===== config.mk =====
export PLATFORM = sky130hd
export DESIGN_NAME = apb_cmd_bridge_flat
export DESIGN_NICKNAME = d
export VERILOG_FILES = /design/src/rtl/apb_cmd_bridge_if.sv /design/src/rtl/apb_cmd_bridge.sv /design/src/flat_wrapper.sv
export SDC_FILE = /design/constraint.sdc
export NUM_CORES = 1
export LEC_CHECK = 0
export ABC_AREA = 1
export CORE_ASPECT_RATIO = 1.2
export CORE_MARGIN = 2
export CORE_UTILIZATION = 54
export DETAILED_ROUTE_END_ITERATION = 12
export PLACE_DENSITY = 0.79
export SETUP_SLACK_MARGIN = 0.05
export SLEW_MARGIN = 20
export SYNTH_ARGS = -nofsm -noshare
export SYNTH_HDL_FRONTEND = slang
export SYNTH_SLANG_ARGS = --single-unit

===== constraint.sdc =====
create_clock -name pclk -period 3.61 [get_ports pclk]
set_clock_uncertainty 0.1 [all_clocks]
set_input_delay 0.5415 -clock pclk [delete_from_list [all_inputs] [get_ports pclk]]
set_output_delay 0.5415 -clock pclk [all_outputs]
set_load 0.02 [all_outputs]

===== src/rtl/apb_cmd_bridge_if.sv =====
// Command, response and APB signals of the command bridge, grouped for module ports.
// valid/ready: a command transfers on a rising edge where cmd_valid && cmd_ready; rsp_valid is a one-cycle pulse with no backpressure.
interface apb_cmd_bridge_if #(
    parameter int ADDR_W = 4,
    parameter int DATA_W = 8
);
    logic              cmd_valid;
    logic              cmd_ready;
    logic              cmd_write;
    logic [ADDR_W-1:0] cmd_addr;
    logic [DATA_W-1:0] cmd_wdata;
    logic              rsp_valid;
    logic              rsp_write;
    logic [DATA_W-1:0] rsp_rdata;
    logic              rsp_err;
    logic [ADDR_W-1:0] paddr;
    logic              pwrite;
    logic              psel;
    logic              penable;
    logic [DATA_W-1:0] pwdata;
    logic [DATA_W-1:0] prdata;
    logic              pready;

    modport master (
        input  cmd_valid, cmd_write, cmd_addr, cmd_wdata, prdata, pready,
        output cmd_ready, rsp_valid, rsp_write, rsp_rdata, rsp_err,
               paddr, pwrite, psel, penable, pwdata
    );

    modport slave (
        output cmd_valid, cmd_write, cmd_addr, cmd_wdata, prdata, pready,
        input  cmd_ready, rsp_valid, rsp_write, rsp_rdata, rsp_err,
               paddr, pwrite, psel, penable, pwdata
    );
endinterface


===== src/rtl/apb_cmd_bridge.sv =====
// APB3 requester: queues read/write commands in a small FIFO and issues each as a
// SETUP/ACCESS transfer, returning a one-cycle response with read data and timeout flag.
module apb_cmd_bridge #(
    parameter int ADDR_W     = 4,
    parameter int DATA_W     = 8,
    parameter int FIFO_DEPTH = 4,
    parameter int TIMEOUT    = 16
) (
    input  logic                 pclk,
    input  logic                 rst,
    apb_cmd_bridge_if.master     bus,
    output logic [1:0]           state_o
);
    typedef enum logic [1:0] {
        IDLE   = 2'd0,
        SETUP  = 2'd1,
        ACCESS = 2'd2
    } state_t;

    localparam int PTR_W  = (FIFO_DEPTH > 1) ? $clog2(FIFO_DEPTH) : 1;
    localparam int CNT_W  = $clog2(FIFO_DEPTH + 1);
    localparam int ENT_W  = 1 + ADDR_W + DATA_W;
    localparam int WAIT_W = (TIMEOUT > 0) ? $clog2(TIMEOUT + 1) : 1;
    localparam logic [WAIT_W-1:0] WAIT_LAST = WAIT_W'((TIMEOUT > 0) ? TIMEOUT - 1 : 0);
    localparam logic [CNT_W-1:0]  FULL_CNT  = CNT_W'(FIFO_DEPTH);

    logic [ENT_W-1:0]  mem_q [FIFO_DEPTH];
    logic [PTR_W-1:0]  wr_ptr_q, rd_ptr_q;
    logic [CNT_W-1:0]  count_q, count_d;
    logic              cmd_ready_q;

    state_t            state_q;
    logic              psel_q, penable_q, pwrite_q;
    logic [ADDR_W-1:0] paddr_q;
    logic [DATA_W-1:0] pwdata_q;
    logic [WAIT_W-1:0] wait_cnt_q;
    logic              rsp_valid_q, rsp_write_q, rsp_err_q;
    logic [DATA_W-1:0] rsp_rdata_q;

    logic              push, pop, done, timeout_hit;
    logic [ENT_W-1:0]  head;

    assign push        = bus.cmd_valid && cmd_ready_q;
    assign head        = mem_q[rd_ptr_q];
    // pready wins over a timeout expiring on the same cycle.
    assign timeout_hit = (TIMEOUT != 0) && (wait_cnt_q == WAIT_LAST) && !bus.pready;
    assign done        = (state_q == ACCESS) && (bus.pready || timeout_hit);
    assign pop         = (count_q != '0) && ((state_q == IDLE) || done);

    always_comb begin
        count_d = count_q + CNT_W'(push) - CNT_W'(pop);
    end

    always_ff @(posedge pclk) begin
        if (push) mem_q[wr_ptr_q] <= {bus.cmd_write, bus.cmd_addr, bus.cmd_wdata};
    end

    always_ff @(posedge pclk or posedge rst) begin
        if (rst) begin
            wr_ptr_q    <= '0;
            rd_ptr_q    <= '0;
            count_q     <= '0;
            cmd_ready_q <= 1'b1;
        end else begin
            if (push) wr_ptr_q <= wr_ptr_q + PTR_W'(1);
            if (pop)  rd_ptr_q <= rd_ptr_q + PTR_W'(1);
            count_q     <= count_d;
            cmd_ready_q <= (count_d != FULL_CNT);
        end
    end

    always_ff @(posedge pclk or posedge rst) begin
        if (rst) begin
            state_q     <= IDLE;
            psel_q      <= 1'b0;
            penable_q   <= 1'b0;
            pwrite_q    <= 1'b0;
            paddr_q     <= '0;
            pwdata_q    <= '0;
            wait_cnt_q  <= '0;
            rsp_valid_q <= 1'b0;
            rsp_write_q <= 1'b0;
            rsp_rdata_q <= '0;
            rsp_err_q   <= 1'b0;
        end else begin
            rsp_valid_q <= 1'b0;
            case (state_q)
                IDLE: begin
                    if (pop) begin
                        {pwrite_q, paddr_q, pwdata_q} <= head;
                        psel_q     <= 1'b1;
                        penable_q  <= 1'b0;
                        wait_cnt_q <= '0;
                        state_q    <= SETUP;
                    end
                end
                SETUP: begin
                    penable_q <= 1'b1;
                    state_q   <= ACCESS;
                end
                ACCESS: begin
                    if (done) begin
                        rsp_valid_q <= 1'b1;
                        rsp_write_q <= pwrite_q;
                        rsp_rdata_q <= (bus.pready && !pwrite_q) ? bus.prdata : '0;
                        rsp_err_q   <= !bus.pready;
                        penable_q   <= 1'b0;
                        // Chain straight into the next SETUP so psel never drops between queued commands.
                        if (pop) begin
                            {pwrite_q, paddr_q, pwdata_q} <= head;
                            wait_cnt_q <= '0;
                            state_q    <= SETUP;
                        end else begin
                            psel_q  <= 1'b0;
                            state_q <= IDLE;
                        end
                    end else begin
                        wait_cnt_q <= wait_cnt_q + WAIT_W'(1);
                    end
                end
                default: begin
                    psel_q    <= 1'b0;
                    penable_q <= 1'b0;
                    state_q   <= IDLE;
                end
            endcase
        end
    end

    assign bus.cmd_ready = cmd_ready_q;
    assign bus.psel      = psel_q;
    assign bus.penable   = penable_q;
    assign bus.pwrite    = pwrite_q;
    assign bus.paddr     = paddr_q;
    assign bus.pwdata    = pwdata_q;
    assign bus.rsp_valid = rsp_valid_q;
    assign bus.rsp_write = rsp_write_q;
    assign bus.rsp_rdata = rsp_rdata_q;
    assign bus.rsp_err   = rsp_err_q;
    assign state_o       = state_q;
endmodule


===== src/flat_wrapper.sv =====
// flat-port wrapper written by rule: the top's interface ports become plain ports
module apb_cmd_bridge_flat 
#(
    parameter int ADDR_W     = 4,
    parameter int DATA_W     = 8,
    parameter int FIFO_DEPTH = 4,
    parameter int TIMEOUT    = 16
)
  (pclk, rst, state_o, bus_cmd_valid, bus_cmd_write, bus_cmd_addr, bus_cmd_wdata, bus_prdata, bus_pready, bus_cmd_ready, bus_rsp_valid, bus_rsp_write, bus_rsp_rdata, bus_rsp_err, bus_paddr, bus_pwrite, bus_psel, bus_penable, bus_pwdata);
  apb_cmd_bridge_if #(.ADDR_W(ADDR_W), .DATA_W(DATA_W)) bus_i ();
  input  logic pclk;
  input  logic rst;
  output logic [1:0] state_o;
  input wire logic [$bits(bus_i.cmd_valid)-1:0] bus_cmd_valid;
  input wire logic [$bits(bus_i.cmd_write)-1:0] bus_cmd_write;
  input wire logic [$bits(bus_i.cmd_addr)-1:0] bus_cmd_addr;
  input wire logic [$bits(bus_i.cmd_wdata)-1:0] bus_cmd_wdata;
  input wire logic [$bits(bus_i.prdata)-1:0] bus_prdata;
  input wire logic [$bits(bus_i.pready)-1:0] bus_pready;
  output wire logic [$bits(bus_i.cmd_ready)-1:0] bus_cmd_ready;
  output wire logic [$bits(bus_i.rsp_valid)-1:0] bus_rsp_valid;
  output wire logic [$bits(bus_i.rsp_write)-1:0] bus_rsp_write;
  output wire logic [$bits(bus_i.rsp_rdata)-1:0] bus_rsp_rdata;
  output wire logic [$bits(bus_i.rsp_err)-1:0] bus_rsp_err;
  output wire logic [$bits(bus_i.paddr)-1:0] bus_paddr;
  output wire logic [$bits(bus_i.pwrite)-1:0] bus_pwrite;
  output wire logic [$bits(bus_i.psel)-1:0] bus_psel;
  output wire logic [$bits(bus_i.penable)-1:0] bus_penable;
  output wire logic [$bits(bus_i.pwdata)-1:0] bus_pwdata;
  assign bus_i.cmd_valid = bus_cmd_valid;
  assign bus_i.cmd_write = bus_cmd_write;
  assign bus_i.cmd_addr = bus_cmd_addr;
  assign bus_i.cmd_wdata = bus_cmd_wdata;
  assign bus_i.prdata = bus_prdata;
  assign bus_i.pready = bus_pready;
  assign bus_cmd_ready = bus_i.cmd_ready;
  assign bus_rsp_valid = bus_i.rsp_valid;
  assign bus_rsp_write = bus_i.rsp_write;
  assign bus_rsp_rdata = bus_i.rsp_rdata;
  assign bus_rsp_err = bus_i.rsp_err;
  assign bus_paddr = bus_i.paddr;
  assign bus_pwrite = bus_i.pwrite;
  assign bus_psel = bus_i.psel;
  assign bus_penable = bus_i.penable;
  assign bus_pwdata = bus_i.pwdata;
  apb_cmd_bridge #(.ADDR_W(ADDR_W), .DATA_W(DATA_W), .FIFO_DEPTH(FIFO_DEPTH), .TIMEOUT(TIMEOUT)) u_core (.pclk(pclk), .rst(rst), .bus(bus_i), .state_o(state_o));
endmodule

======== After elaboration in Yosys (flattened, before gate mapping) ========
Memory sizes are Yosys's and may differ from the RTL's.
Index checks and enable logic that the tools add are counted.
cells by class
  $add $sub $neg .......................... 5
  multiply operators ...................... 0
  divide/modulo/power cells ............... 0
  order comparisons ....................... 0
  equality and inequality tests ........... 7
  shifts and indexed selects .............. 0
  mux-type cells .......................... 28
  bitwise operators ....................... 1
  reductions and logical operators ........ 16
operators with widths
  kind                                                                     number
  8-bit two-way mux                                                        3
  8-bit one-hot mux with 2 select lines                                    1
  1-bit two-way mux                                                        12
  5-bit two-way mux                                                        2
  5-bit one-hot mux with 2 select lines                                    1
  4-bit two-way mux                                                        2
  4-bit one-hot mux with 2 select lines                                    1
  1-bit one-hot mux with 3 select lines                                    2
  2-bit one-hot mux with 3 select lines                                    1
  2-bit AND reduction                                                      3
  5-bit by 1-bit adder with 5-bit output, second input constant            1
  5-bit by 4-bit == test with 1-bit output, second input constant          1
  1-bit logical AND                                                        5
  2-bit by 1-bit adder with 2-bit output, second input constant            2
  2-bit two-way mux                                                        2
  2-bit by 1-bit inequality test with 1-bit output, second input constant  2
  4-bit AND reduction                                                      1
  3-bit by 1-bit adder with 3-bit output                                   1
  3-bit inequality test, second input constant                             1
  3-bit nonzero test                                                       1
  3-bit by 1-bit subtractor with 3-bit output                              1
  2-bit by 1-bit == test with 1-bit output, second input constant          1
  2-bit == test, second input constant                                     1
  1-bit logical NOT                                                        2
  6 further kinds                                                          7
storage, ports and cells
  register bits after elaboration ......... 41
  bits in latches ......................... 0
  bits in writable memories ............... 52
  memory bits (read-only) ................. 0
  input port bits ......................... 25
  word-level logic and storage cells ...... 73
  memories ................................ 1
memory list
  memory        words  bits a word  rd ports  clocked after memory_dff  wr ports  line                  text
  u_core.mem_q  4      13           1         0                         1         apb_cmd_bridge.sv:27  logic [ENT_W-1:0] mem_q [FIFO_DEPTH];

======== Logic depth before layout (Yosys ltp) ========
  word-level depth ........................ 9
  depth in mapped cells ................... 15
  mapped depth without buffers ............ 14

======== Worst setup path after synthesis ========
Ideal clock, no wire load.
  kind .................................... flip-flop to flip-flop
  from .................................... register u_core.wait_cnt_q[0]
  to ...................................... register u_core.cmd_ready_q (netlist: u_core.bus.cmd_ready)
  setup time .............................. 0.082 ns
  arrival ................................. 2.554 ns
  data required time ...................... 3.428 ns
  setup slack ............................. 0.874 ns
  cell stages (with the launch flop) ...... 16
  clock period less this slack ............ 2.736 ns
  cell sequence ........................... dfrtp_1 ha_1 nand2_1 nor2_1 ha_1 nor2_2 nand2_4 nand3_4 inv_6 buf_12 ha_1 inv_1 ha_1 fa_1 xor2_1 nand2_1
on the way
  word-level cells in the longest chain between the ends .. 8
RTL lines
  item                                         line                   text
  start: declaration                           apb_cmd_bridge.sv:36   logic [WAIT_W-1:0] wait_cnt_q;
  start signal: assignment                     apb_cmd_bridge.sv:118  wait_cnt_q <= wait_cnt_q + WAIT_W'(1);
  5-bit by 4-bit == test with 1-bit output     apb_cmd_bridge.sv:46   assign timeout_hit = (TIMEOUT != 0) && (wait_cnt_q == WAIT_LAST) && !bus.pready;
  1-bit logical AND                            apb_cmd_bridge.sv:46
  1-bit logical OR                             apb_cmd_bridge.sv:47   assign done = (state_q == ACCESS) && (bus.pready || timeout_hit);
  1-bit logical AND                            apb_cmd_bridge.sv:47
  1-bit logical OR                             apb_cmd_bridge.sv:48   assign pop = (count_q != '0) && ((state_q == IDLE) || done);
  1-bit logical AND                            apb_cmd_bridge.sv:48
  net u_core.pop                               apb_cmd_bridge.sv:40   logic push, pop, done, timeout_hit;
  3-bit by 1-bit subtractor with 3-bit output  apb_cmd_bridge.sv:51   count_d = count_q + CNT_W'(push) - CNT_W'(pop);
  net u_core.count_d[2]                        apb_cmd_bridge.sv:29   logic [CNT_W-1:0] count_q, count_d;
  3-bit inequality test                        apb_cmd_bridge.sv:68   cmd_ready_q <= (count_d != FULL_CNT);
  end signal: assignment                       apb_cmd_bridge.sv:68
  end: declaration                             apb_cmd_bridge.sv:30   logic cmd_ready_q;
The timed path passes the listed nets, and every way through them passes these cells.
A chain may end at the register's enable or synchronous reset.

======== Worst setup path after layout ========
  from .................................... register u_core.wait_cnt_q[0]
  to ...................................... register u_core.cmd_ready_q (netlist: u_core.bus.cmd_ready)
on the way
  word-level cells in the longest chain between the ends .. 8
RTL lines
  item                                         line
  5-bit by 4-bit == test with 1-bit output     apb_cmd_bridge.sv:46
  1-bit logical AND                            apb_cmd_bridge.sv:46
  1-bit logical OR                             apb_cmd_bridge.sv:47
  1-bit logical AND                            apb_cmd_bridge.sv:47
  1-bit logical OR                             apb_cmd_bridge.sv:48
  1-bit logical AND                            apb_cmd_bridge.sv:48
  3-bit by 1-bit subtractor with 3-bit output  apb_cmd_bridge.sv:51
  net u_core.count_d[2]                        apb_cmd_bridge.sv:29
  3-bit inequality test                        apb_cmd_bridge.sv:68
The timed path passes the listed nets, and every way through them passes these cells.

==> flow_summary.toml <==
[timing]
maxClockFrequency_mhz = 337
tns_ns = 0
period_share = 0.821
maxSlewViolCount = 0
setup_violations = 0
min_period_ns = 2.96
worstMarginPinSlew_ns = 0.603
rsz0062_at_grt = "false"
relSlewSlack = 0.598
hold_viol_final = 0

[power_and_ir_drop]
p_leak_nw = 1.96
finalPower_mw = 4.04
ir_drop_uv = 403
p_per_area_mw_per_mm2 = 865

[yosys]
syn_avg_cell_area_um2 = 10.8
synth_cell_types = 26
synthesis.area_mm2 = 0.00387
yosys_warnings = 0
yosys_register_bits = 92
ys_seq_area_frac = 0.662
netlist_instances = 359
synth.net_count = 393

[critical_path]
critPathMaxFanout = 18
crit_chain = "ha_1 > nand2_1 > nor2_1 > ha_1 > nor2_2 > nand2_4 > nand3_4 > inv_6 > ha_1 > inv_1 > ha_1 > fa_1 > xor2_1 > nand2_1"
crit_arrival_ns = 3.16
slowest_delay_ns = 0.42
crit_family = "adder cells"
cpMostUsedCell = "ha_1"
critPathLaunchType = "flip-flop"
critical_path_required_ns = 3.81
endpoint_kind = "flip-flop"
crit_type = "reg -> reg"
cpMaxStageDelayCell = "dfrtp_1"
cp_num_buf_inv = 2

[status]
status = "finished clean"

[clocking]
insertion_delay_ns = 0.36
clk_pin_slew_ns = 0.09
hold_buffers = 0
htree_levels = 3
postCtsSetupBuffers = 0
numCtsBuffers = 9
cts_root_buffer = "clkbuf_8"
clockBufferDepth = 2
cts.sinks = 92
cts_resized = 0
cts_tree = "yes"

[placement]
gp_congestion = 0.762
port_buffers = 53
dpl_cell_area_mm2 = 0.00446
post-dp-hpwl_um = 4890

[routing]
drcViolationCount = 0
topRoutingLayerUsed = "met4"
postRouteAntennaNets = 0
routed-wl-met2_um = 3750
routedLengthMet1_um = 2780
initialDrtViolationCount = 165
met3_wirelength_um = 467
post_drt_wl_per_cell_um = 14.0
dr.pass1.iters = 4
routed_via_density = 5.01
drt_wl_total_um = 7120
dr_total_vias = 2545

[floorplanning]
ioPinCount = 54
die_area_mm2 = 0.00786
num_rows = 33
dieHeight_um = 96.7
initial_core_util = 0.561
die_w_um = 81.3
coreArea_mm2 = 0.00690

[layout]
final_common_cell = "nand2_1"
antenna_cells = 0
layout.nets = 450
area_growth_pct = 20.7
drive_gt1_frac = 0.126
layout_common_cells = "nand2_1, nor2_1, clkdlybuf4s50_1"
postLayoutCellArea_mm2 = 0.00467

[grt]
grt_pass1_wl_um = 11800
antenna_found_initial = 0
grt_max_degree = 41
overflow = 0
track_usage = 0.201
grt_pass1_vias = 2521

[job]
cap_violations = 0

[hold_path]
holdCritPathClass = "reg -> reg"
[per-layer routing]
metal	track usage	vias to the layer above
met5	0	-
met4	0.104	0
met3	0.0401	10
met2	0.336	80
met1	0.240	1180
li1	-	1275
[worst register-to-register path, cell delays in order (launching register included)]
cell and delay (ns):
dfrtp_1 0.42, ha_1 0.24, nand2_1 0.07, nor2_1 0.04, ha_1 0.20, nor2_2 0.22
nand2_4 0.10, nand3_4 0.19, inv_6 0.11, ha_1 0.29, inv_1 0.03, ha_1 0.18
fa_1 0.38, xor2_1 0.23, nand2_1 0.08
[logic make-up after synthesis]
kind of cell    synth area share
simple gates               0.190
flops                      0.662
compound gates            0.0546
buf+inv                   0.0501
fa+ha+maj                 0.0310
xor+xnor                  0.0113
[metrics by stage]
step	utilization	cells	setup WS (ns)	hold slack [ns]
5_1_grt	0.677	508	0.438	0.414
2_1_floorplan	-	359	0.874	0.366
4_1_cts	0.677	508	0.629	0.400
3_3_place_gp	0.647	492	0.681	0.369
3_5_place_dp	0.647	492	0.626	0.380
6_report	0.677	508	0.646	0.394
[Yosys cell counts (all sizes together)]
cell / n / share of area
xnor2: 2 / 0.0045
o21ai: 39 / 0.050
fa: 1 / 0.0052
buf: 13 / 0.024
edfxtp: 52 / 0.40
o22ai: 1 / 0.0016
nand3: 7 / 0.012
nand2: 98 / 0.11
inv: 26 / 0.027
ha: 8 / 0.026
dfstp: 1 / 0.0068
dfrtp: 39 / 0.25
a21oi: 2 / 0.0026
nor2: 67 / 0.068
xor2: 3 / 0.0068
[registers in the layout, indices dropped and copies added (netlist names), 2 cells and up]
register / flops
u_core.bus.rsp_rdata: 8
u_core.rd_ptr_q: 2
u_core.wait_cnt_q: 5
u_core.bus.pwdata: 8
u_core.state_o: 2
u_core.mem_q: 52
u_core.count_q: 3
u_core.bus.paddr: 4
u_core.wr_ptr_q: 2
[layout make-up]
| cell class | instances | area, um2 |
|---|---|---|
| Inverter | 26 | 103 |
| Clock buffer | 9 | 124 |
| Multi-Input combinational cell | 228 | 1110 |
| Tap cell | 87 | 109 |
| Timing Repair Buffer | 59 | 576 |
| Fill cell | 518 | 2220 |
| Clock inverter | 7 | 83.8 |
| Sequential cell | 92 | 2560 |
[power by group]
group	total, mW	leakage (nW)	internal, mW	switching (mW)
registers	1.62	0.981	1.44	0.182
clock network	0.704	0.102	0.330	0.374
logic	1.71	0.873	0.669	1.04
[final timing paths]
kind,slack [ns],cells after the start,endpoint,from
max in group asynchronous,2.57,3,u_core.bus.cmd_ready$_DFF_PP1_,rst
min reg2reg,0.39,2,u_core.bus.rsp_write$_DFFE_PP0P_,u_core.bus.rsp_write$_DFFE_PP0P_
max,0.65,14,u_core.bus.cmd_ready$_DFF_PP1_,u_core.wait_cnt_q[0]$_DFFE_PP0P_
min,0.39,2,u_core.bus.rsp_write$_DFFE_PP0P_,u_core.bus.rsp_write$_DFFE_PP0P_
max reg2reg,0.65,14,u_core.bus.cmd_ready$_DFF_PP1_,u_core.wait_cnt_q[0]$_DFFE_PP0P_
min in group asynchronous,0.48,3,u_core.bus.rsp_rdata[2]$_DFFE_PP0P_,rst
Note: power is estimated with default switching activity, not from simulation.
